===== config.mk =====
export PLATFORM = sky130hd
export DESIGN_NAME = instruction_fetch_controller
export DESIGN_NICKNAME = d
export VERILOG_FILES = /design/src/rtl/instruction_fetch_controller.sv
export SDC_FILE = /design/constraint.sdc
export NUM_CORES = 1
export LEC_CHECK = 0
export ABC_AREA = 1
export BUFFER_PORTS_ARGS = -buffer_cell sky130_fd_sc_hd__clkbuf_2
export CELL_PAD_IN_SITES_DETAIL_PLACEMENT = 1
export CELL_PAD_IN_SITES_GLOBAL_PLACEMENT = 1
export CORE_MARGIN = 2
export CORE_UTILIZATION = 33
export CTS_CLUSTER_DIAMETER = 60
export DETAILED_ROUTE_END_ITERATION = 8
export GPL_ROUTABILITY_DRIVEN = 1
export GPL_TIMING_DRIVEN = 1
export PLACE_DENSITY = 0.8
export REMOVE_ABC_BUFFERS = 1
export SLEW_MARGIN = 25
export SYNTH_ARGS = -nofsm -noshare
export SYNTH_HDL_FRONTEND = slang
export SYNTH_SLANG_ARGS = --single-unit

===== constraint.sdc =====
create_clock -name clk -period 9.55 [get_ports clk]
set_clock_uncertainty 0.2 [all_clocks]
set_input_delay 1.91 -clock clk [delete_from_list [all_inputs] [get_ports clk]]
set_output_delay 1.91 -clock clk [all_outputs]
set_load 0.02 [all_outputs]

===== src/rtl/instruction_fetch_controller.sv =====
// Instruction fetch controller: owns the program counter, addresses the
// combinational instruction memory and presents each fetched word in a
// one-entry valid/ready slot towards decode. Handles redirects, halt/start
// and sticky faults on misaligned or out-of-range fetch addresses.
//
// state     | meaning
// ----------+-----------------------------------------------------------
// st_idle   | not fetching; pc may be redirected; start moves to st_run
// st_run    | fetching one word per cycle whenever the slot can be loaded
// st_fault  | illegal pc seen; fault held until redirect or reset
module instruction_fetch_controller #(
    parameter int WORDSIZE         = 64,
    parameter int INSTRUCTION_SIZE = 32,
    parameter int MEMORY_SIZE      = 1024,
    parameter logic [WORDSIZE-1:0] RESET_PC = '0
) (
    input  logic                        clk,
    input  logic                        reset,
    input  logic                        start,
    input  logic                        halt,
    input  logic                        redirect_valid,
    input  logic [WORDSIZE-1:0]         redirect_pc,
    output logic [WORDSIZE-1:0]         imem_addr,
    input  logic [INSTRUCTION_SIZE-1:0] imem_instruction,
    output logic                        out_valid,
    input  logic                        out_ready,
    output logic [INSTRUCTION_SIZE-1:0] out_instruction,
    output logic [WORDSIZE-1:0]         out_pc,
    output logic                        fault,
    output logic [31:0]                 fetch_count
);

    typedef enum logic [1:0] {
        st_idle,
        st_run,
        st_fault
    } state_t;

    // Highest word address that still lies fully inside the memory.
    localparam logic [WORDSIZE-1:0] LAST_PC = WORDSIZE'(MEMORY_SIZE - 4);

    state_t                        state, state_n;
    logic [WORDSIZE-1:0]           pc, pc_n;
    logic                          valid_n;
    logic [INSTRUCTION_SIZE-1:0]   instr_n;
    logic [WORDSIZE-1:0]           opc_n;
    logic                          fault_n;
    logic [31:0]                   count_n;
    logic                          handshake;
    logic                          load_slot;
    logic                          pc_illegal;

    assign imem_addr  = pc;
    assign handshake  = out_valid && out_ready;
    assign load_slot  = !out_valid || out_ready;
    assign pc_illegal = (pc[1:0] != 2'b00) || (pc > LAST_PC);

    // State and output registers; reset clears everything immediately.
    always_ff @(posedge clk or posedge reset) begin
        if (reset) begin
            state           <= st_idle;
            pc              <= RESET_PC;
            out_valid       <= 1'b0;
            out_instruction <= '0;
            out_pc          <= '0;
            fault           <= 1'b0;
            fetch_count     <= '0;
        end else begin
            state           <= state_n;
            pc              <= pc_n;
            out_valid       <= valid_n;
            out_instruction <= instr_n;
            out_pc          <= opc_n;
            fault           <= fault_n;
            fetch_count     <= count_n;
        end
    end

    // Next-state logic: redirect beats halt, halt beats start/load.
    always_comb begin
        state_n = state;
        pc_n    = pc;
        valid_n = out_valid;
        instr_n = out_instruction;
        opc_n   = out_pc;
        fault_n = fault;
        // Handshakes count in every state, including halt/redirect edges.
        count_n = handshake ? fetch_count + 32'd1 : fetch_count;

        case (state)
            st_idle: begin
                valid_n = 1'b0;
                if (redirect_valid) begin
                    pc_n = redirect_pc;
                end else if (start) begin
                    state_n = st_run;
                end
            end
            st_run: begin
                if (redirect_valid) begin
                    // Flush the slot even if decode has not taken it yet.
                    pc_n    = redirect_pc;
                    valid_n = 1'b0;
                end else if (halt) begin
                    // A pending un-accepted word must be delivered first.
                    if (load_slot) begin
                        valid_n = 1'b0;
                        state_n = st_idle;
                    end
                end else if (load_slot) begin
                    if (pc_illegal) begin
                        valid_n = 1'b0;
                        opc_n   = pc;
                        fault_n = 1'b1;
                        state_n = st_fault;
                    end else begin
                        instr_n = imem_instruction;
                        opc_n   = pc;
                        valid_n = 1'b1;
                        pc_n    = pc + WORDSIZE'(4);
                    end
                end
            end
            st_fault: begin
                valid_n = 1'b0;
                if (redirect_valid) begin
                    pc_n    = redirect_pc;
                    fault_n = 1'b0;
                    state_n = st_run;
                end
            end
            default: begin
                state_n = st_idle;
                valid_n = 1'b0;
            end
        endcase
    end

endmodule


==> results of run 1 <==
==> sequential cells by signal, indices dropped and copies added (netlist names) <==
register and flops:
out_instruction 32, imem_addr 64, fault 1, state 2, out_valid 1, out_pc 64, fetch_count 32
==> worst max path at each step <==
stage	startpoint	endpoint	slack, ps	depth (start not counted)
finish	redirect_valid	imem_addr[18]$_DFFE_PP0P_	4970	8
floorplan	reset	fault$_DFFE_PP0P_	2100	1
CTS	redirect_valid	imem_addr[18]$_DFFE_PP0P_	4560	8
detailed placement	redirect_valid	imem_addr[18]$_DFFE_PP0P_	4140	8
global route	redirect_valid	imem_addr[45]$_DFFE_PP0P_	4850	8
global placement	redirect_valid	imem_addr[18]$_DFFE_PP0P_	4250	8
==> tightest hold or removal path: cells and delay by family, from the launching register on <==
family           cells  cell delay [ps]
flip-flops           1              350
AND/OR/NAND/NOR      2              110
==> metrics by stage <==
| step | setup slack (ps) | cells |
|---|---|---|
| global route | 4850 | 2249 |
| floorplan | 2100 | 1474 |
| detailed placement | 4140 | 2216 |
| global placement | 4250 | 2216 |
| finish | 4970 | 2249 |
| CTS | 4560 | 2248 |
==> cell type report <==
class	instances	area, um^2	share of cell area (%)
Multi-Input combinational cell	1135	5150	38.8
Tap cell	442	553	4.16
Sequential cell	196	4900	36.9
Clock inverter	14	165	1.24
Antenna cell	1	2.50	0.0188
Timing Repair Buffer	300	1520	11.4
Inverter	143	549	4.13
Clock buffer	18	439	3.31
==> where the power goes <==
part / switching, mW / total [mW] / internal [mW]
combinational: 0.830 / 1.20 / 0.366
clock: 0.367 / 0.769 / 0.401
sequential: 0.286 / 1.34 / 1.05
==> logic make-up after synthesis <==
family / count (synthesis) / share of synthesized area, %
adders and majority gates: 2 / 0.231
AOI/OAI and AO/OA: 131 / 6.25
DFF: 196 / 45.3
xor gates and xnor gates: 34 / 2.75
and+or+nand+nor: 968 / 38.2
buffers and inverters: 192 / 7.31
==> cell usage in the layout (no fill, tap or decap), drive strengths merged <==
cell,count
xnor2,8
clkbuf,313
nor3b,1
nand3b,1
ha,2
clkinv,4
o211ai,5
a211oi,1
and2,2
nand4,26
inv,148
or2,30
xor2,26
nor3,28
nand2,509
a31oi,1
o21a,1
buf,5
nand3,169
clkinvlp,3
nor2,202
o21ai,111
dfrtp,196
a21oi,11
diode,1
bufinv,2
a21boi,1
==> layer usage <==
| layer | up-vias | track usage, % | wire, um |
|---|---|---|---|
| met1 | 5536 | 32.4 | 18300 |
| met3 | 52 | 4.44 | 2460 |
| li1 | 5362 | - | - |
| met4 | 0 | 8.10 | 1060 |
| met5 | - | 0 | 0 |
| met2 | 331 | 38.9 | 19300 |
==> metrics.log, run 1 <==
[metrics] standard-cell row count: 66
[metrics] effective utilization at floorplan: 33.4%
[metrics] data required time of the critical path: 9700 ps
[metrics] total detailed-routing wirelength: 41100 um
[metrics] number of antenna violations at the first check in global routing: 1
[metrics] sinks on the clock net: roughly 200
[metrics] cell count of the worst reg-to-reg path: 10
[metrics] number of buffer and inverter instances along the worst setup path: 4
[metrics] maximum ir drop on the vdd rail: 0.132 mV
[metrics] count of routing violations after the opening detailed-route iteration: around 770
[metrics] cts-stage hold buffer count: 0
[metrics] vias in the first global route: between 10000 and 15000
[metrics] global-route wire length before repair: 63500 um
[metrics] TritonCTS clock tree: done
[metrics] worst hold path endpoint: out_instruction[8]$_DFFE_PP0P_
[metrics] RSZ-0062 raised after global routing: false
[metrics] outcome: completed
[metrics] Reg2Reg Setup Slack: between 5000 and 6000 ps
[metrics] post-detail-place hpwl: 30800 um
[metrics] Placement Cell Area: 0.0127 mm^2
[metrics] horizontal die dimension: 185 um
[metrics] number of buffers inserted by port buffering: just under 300
[metrics] clock-pin slew reported for the worst setup and hold paths after clock tree synthesis: 80 ps
[metrics] Avg WL per Cell: 18.3 um
[metrics] async set-or-reset flop fraction in the synthesized netlist: 100%
[metrics] # IOs: 296
[metrics] H-tree level count: 4
[metrics] worst min-delay path class: flip-flop to flip-flop
[metrics] final-layout worst hold slack: 278 ps
[metrics] area of the die: 0.0343 mm^2
[metrics] Finished Cell Area: 0.0133 mm^2
[metrics] worst flop-to-flop path endpoint: imem_addr[18]$_DFFE_PP0P_
[metrics] number of flip-flops and latches in the synthesized netlist: slightly below 200
[metrics] Skew-Pair Late Insertion Delay: 460 ps
[metrics] maximum fanout along the worst path: 49
[metrics] Total Nets Final: 1897
[metrics] dominant cell type by area after synthesis: sky130_fd_sc_hd__dfrtp_1
[metrics] share of Yosys cell area claimed by the top area cell type: 45.3%
[metrics] number of nets with antenna violations after detailed routing: 0
[metrics] portion of the clock cycle consumed by the worst path in the final layout: around 48%
[metrics] worst rel slew slack: between 40% and 50%
[metrics] count of flip-flops with a built-in enable after synthesis: 0
[metrics] GR Util All Layers: 24.1%
[metrics] commonest register cell after synthesis: sky130_fd_sc_hd__dfrtp_1
[metrics] number of instances on the worst hold path: 2
[metrics] Critical Path Start Type: primary input
[metrics] P per Cell Area: 249 mW/mm^2
[metrics] Yosys Warn Count: 0
[metrics] residual DRC count: 0
[metrics] synthesized netlist cell count: 1523
[metrics] Core Util, Final: 40.9%
[metrics] final critical path time including I/O delays and setup: 4580 ps
[metrics] count of distinct cell types in the synthesized netlist: 33
[metrics] cell family contributing the most delay on the critical path: simple AND/OR/NAND/NOR gates
[metrics] Final TNS setup: 0 ps
[metrics] reported max-cap violation count: 0
[metrics] via density per instance: 5.02
[metrics] buffer cell driving the clock tree root: sky130_fd_sc_hd__clkbuf_16
[metrics] sort of element at the end of the critical path: flip-flop
[metrics] classification of the worst setup path: primary input to flip-flop
[metrics] leakage: 6.89 nW
[metrics] library cell with the highest instance count after synthesis: sky130_fd_sc_hd__nand2_1
[metrics] core region area: approximately 0.032 mm^2
[metrics] post-layout power: 3.30 mW
[metrics] maximum clock insertion buffer count: 2
[metrics] number of setup violations in the final report: 0
[metrics] layout cell share with drive strength beyond 1: between 20% and 30%
[metrics] global route total overflow: 0
[metrics] Post-CTS Setup Bufs: 0
[metrics] PostCTS Resize Cnt: 0
[metrics] standard cell with the maximum stage delay on the critical path: sky130_fd_sc_hd__nand2_2
[metrics] Max Slew Vio Count: 0
[metrics] area growth from synthesis to final layout: 22.6%
[metrics] die extent in y: 185 um
[metrics] synthesized area divided by synthesized cell count: 7.11 um^2
[metrics] number of failing hold endpoints at the final stage: 0
[metrics] weighted congestion reported at the end of routability-driven placement: 0.932
[metrics] share of synthesized area occupied by flip-flops and latches: 45.3%
[metrics] ordered list of cells on the worst path: clkbuf_2 > inv_1 > nor2_2 > inv_2 > nand2_2 > buf_4 > nand2_1 > and2_1
[metrics] fill cell instance count of the final layout: 4252
[metrics] highest cell delay on the worst timing path: 600 ps
[metrics] First-pass DRT Iterations: 5
[metrics] total clock buffers created by CTS: 17
[metrics] Reg2Reg Launch Point: imem_addr[1]$_DFFE_PP0P_
[metrics] pin count of the biggest net entering global routing: approximately 140
[metrics] worst endpoint data arrival time: ~4700 ps
[metrics] ranking of synthesized cells by area: sky130_fd_sc_hd__dfrtp_1 (45%), sky130_fd_sc_hd__nand2_1 (17%), sky130_fd_sc_hd__nand3_1 (7.8%), sky130_fd_sc_hd__nor2_1 (6.5%), sky130_fd_sc_hd__inv_1 (4.8%)
[metrics] synthesized cell area: 0.0108 mm^2
[metrics] most frequent cells after synthesis: sky130_fd_sc_hd__nand2_1 (504), sky130_fd_sc_hd__dfrtp_1 (196), sky130_fd_sc_hd__nor2_1 (189)
[metrics] slew at the pin closest to its max-slew limit: 849 ps
[metrics] vias after detailed routing: 11281
[metrics] worst hold path startpoint: out_instruction[8]$_DFFE_PP0P_
[metrics] Achievable Freq: 0.218 GHz
Power figures use the tool's default switching activity.
==> run 2, diff against run 1 <==
Settings changed: PLACE_DENSITY 0.8 to 0.82.
Clock period 9.55 ns to 3.7 ns, I/O delays scaled along.
==> run 2 against run 1 <==
Count of clock-buffer cells in the layout rose by 1. Utilization rose by 0.37 points. Non-clock buffer count rose by 7. Global-route usage rose by 0.63 points. Sequential power rose to 2.6 times the previous value. Highest routed layer is now met5.
==> metrics.log, run 2 (synthesis results as in run 1) <==
[metrics] outcome: completed
[metrics] total clock buffers created by CTS: 17 (unchanged)
[metrics] Max Slew Vio Count: 0 (unchanged)
[metrics] Cell Int Power: 4.82 mW (+170%)
[metrics] reported max-cap violation count: 0 (unchanged)
[metrics] number of failing hold endpoints at the final stage: 0 (unchanged)
[metrics] H-tree level count: 4 (unchanged)
[metrics] layout cell share with drive strength beyond 1: 21.8% (+0.14 points)
[metrics] worst min-delay path class: primary input to async pin
[metrics] number of setup violations in the final report: 0 (unchanged)
[metrics] vias in the first global route: 11711 (+2.4%)
[metrics] maximum ir drop on the vdd rail: 0.418 mV (+220%)
[metrics] maximum clock insertion buffer count: 2 (unchanged)
[metrics] via density per instance: 5.08 (+1.3%)
[metrics] final critical path time including I/O delays and setup: 2820 ps
[metrics] count of routing violations after the opening detailed-route iteration: 801 (+4.7%)
[metrics] RSZ-0062 raised after global routing: false
[metrics] Achievable Freq: 0.355 GHz
[metrics] classification of the worst setup path: flip-flop to flip-flop
[metrics] P per Cell Area: 647 mW/mm^2 (+160%)
[metrics] # IOs: 296 (unchanged)
[metrics] Post-CTS Setup Bufs: 0 (unchanged)
[metrics] length of routed wiring on met1: 18300 um (about the same)
[metrics] area of the die: 0.0343 mm^2 (unchanged)
[metrics] most frequent standard cell in the layout excluding fill and tap cells: sky130_fd_sc_hd__nand2_1
[metrics] die extent in y: 185 um (unchanged)
[metrics] leakage: 6.95 nW (+0.86%)
[metrics] standard-cell row count: 66 (unchanged)
[metrics] combinational share of power: 36.4% (+0.2 points)
[metrics] First-pass DRT Iterations: 6 (+1)
[metrics] Reg2Reg Setup Slack: 880 ps (-4860 ps)
[metrics] horizontal die dimension: 185 um (unchanged)
[metrics] portion of the clock cycle consumed by the worst path in the final layout: ~76%
[metrics] fill cell instance count of the final layout: 4220 (-0.75%)
[metrics] worst rel slew slack: 44.8% (+1.4 points)
[metrics] pin count of the biggest net entering global routing: 76 (-45%)
[metrics] slew at the pin closest to its max-slew limit: 828 ps (-21.2 ps)
[metrics] wire length on met3: 2860 um (+16%)
[metrics] area growth from synthesis to final layout: 23.7%
[metrics] Sw Pwr: 3.85 mW (+160%)
[metrics] met2 routed wirelength: 20000 um (+3.7%)
[metrics] Avg WL per Cell: 18.8 um (+3.0%)
[metrics] post-layout power: 8.68 mW (+160%)
[metrics] highest-count cells in the layout ignoring fill and taps: sky130_fd_sc_hd__nand2_1 (503), sky130_fd_sc_hd__clkbuf_2 (295), sky130_fd_sc_hd__dfrtp_1 (196)
[metrics] weighted congestion reported at the end of routability-driven placement: 0.944 (+1.4%)
[metrics] maximum fanout along the worst path: 33 (-33%)
[metrics] TritonCTS clock tree: done
[metrics] residual DRC count: 0 (unchanged)
[metrics] Total Nets Final: 1904 (+0.37%)
[metrics] clock-pin slew reported for the worst setup and hold paths after clock tree synthesis: 80 ps (about the same)
[metrics] top layer reached by signal wires: met5
[metrics] core region area: 0.0325 mm^2 (unchanged)
[metrics] cts-stage hold buffer count: 0 (unchanged)
[metrics] worst endpoint data arrival time: 2960 ps (-1770 ps)
[metrics] switching power as a share of total power: 44.4% (-0.50 points)
[metrics] data required time of the critical path: 3840 ps (-5860 ps)
[metrics] GR Util All Layers: 24.7% (+0.63 points)
[metrics] vias after detailed routing: 11469 (+1.7%)
[metrics] number of buffers inserted by port buffering: 295 (unchanged)
[metrics] buffer cell driving the clock tree root: sky130_fd_sc_hd__clkbuf_16
[metrics] clock network fraction of design power: 23.9% (+0.6 points)
[metrics] global-route wire length before repair: 65100 um (+2.4%)
[metrics] Skew-Pair Late Insertion Delay: 470 ps (about the same)
[metrics] Core Util, Final: 41.3% (+0.37 points)
[metrics] effective utilization at floorplan: 33.4% (unchanged)
[metrics] relative contribution of sequential cells to total power: 39.7% (-0.8 points)
[metrics] Critical Path Start Type: flip-flop
[metrics] number of nets with antenna violations after detailed routing: 0 (unchanged)
[metrics] number of antenna violations at the first check in global routing: 3 (+2)
[metrics] global route total overflow: 0 (unchanged)
[metrics] total detailed-routing wirelength: 42500 um (+3.4%)
[metrics] sinks on the clock net: 196 (unchanged)
[metrics] post-detail-place hpwl: 32100 um (+4.1%)
[metrics] PostCTS Resize Cnt: 0 (unchanged)
[metrics] sort of element at the end of the critical path: flip-flop
run 2: layout make-up:
cell class / instances / area [um^2] / area share (%)
Clock buffer: 19 / 433 / 3.23
Clock inverter: 13 / 196 / 1.47
Inverter: 143 / 544 / 4.06
Antenna cell: 2 / 5.00 / 0.0373
Timing Repair Buffer: 307 / 1620 / 12.1
Sequential cell: 196 / 4900 / 36.6
Tap cell: 442 / 553 / 4.13
Multi-Input combinational cell: 1135 / 5150 / 38.4
run 2: worst max-delay path: stages, from the launching register on:
cell and delay, ps:
sky130_fd_sc_hd__dfrtp_1 490, sky130_fd_sc_hd__nor2_1 400, sky130_fd_sc_hd__nand2_1 120, sky130_fd_sc_hd__nor2_1 140
sky130_fd_sc_hd__nand2_1 80, sky130_fd_sc_hd__nor2_2 160, sky130_fd_sc_hd__nand2_1 150, sky130_fd_sc_hd__nor2_4 100
sky130_fd_sc_hd__buf_4 330, sky130_fd_sc_hd__nand2_4 300, sky130_fd_sc_hd__nand2_1 150, sky130_fd_sc_hd__nand2_1 70
run 2: metal layers:
metal	vias up	GRT usage [%]
li1	5369	-
met1	5652	32.2
met2	376	39.9
met3	70	5.31
met4	2	9.68
met5	-	0
run 2: per-stage QoR:
stage	area, um^2	instances	hold slack [ps]	worst slack (ps)	TNS (ps)
3_5_place_dp	12800	2223	266	957	0
5_1_grt	13400	2257	171	789	0
6_report	13400	2257	109	880	0
2_1_floorplan	10600	1474	312	-2580	-536330
3_3_place_gp	12800	2223	255	1060	0
4_1_cts	13400	2255	160	940	0
run 2: worst paths after layout:
check,start,to,cells after the start
worst max-delay path,imem_addr[10]$_DFFE_PP0P_,out_instruction[30]$_DFFE_PP0P_,11
worst min-delay path,reset,out_instruction[11]$_DFFE_PP0P_,2
worst max register to register,imem_addr[10]$_DFFE_PP0P_,out_instruction[30]$_DFFE_PP0P_,11
worst min register to register,out_instruction[15]$_DFFE_PP0P_,out_instruction[15]$_DFFE_PP0P_,2
max in group asynchronous,reset,out_instruction[22]$_DFFE_PP0P_,3
min in group clk,out_instruction[15]$_DFFE_PP0P_,out_instruction[15]$_DFFE_PP0P_,2
run 2: power by group through the flow:
stage | clock network (mW) | registers [mW] | logic (mW)
after floorplan | 0 | 3.94 | 1.23
after global placement | 0 | 3.44 | 3.07
after detailed placement | 0 | 3.47 | 3.16
after CTS | 2.11 | 3.43 | 3.18
after global routing | 2.19 | 3.53 | 3.48
final | 2.07 | 3.45 | 3.16
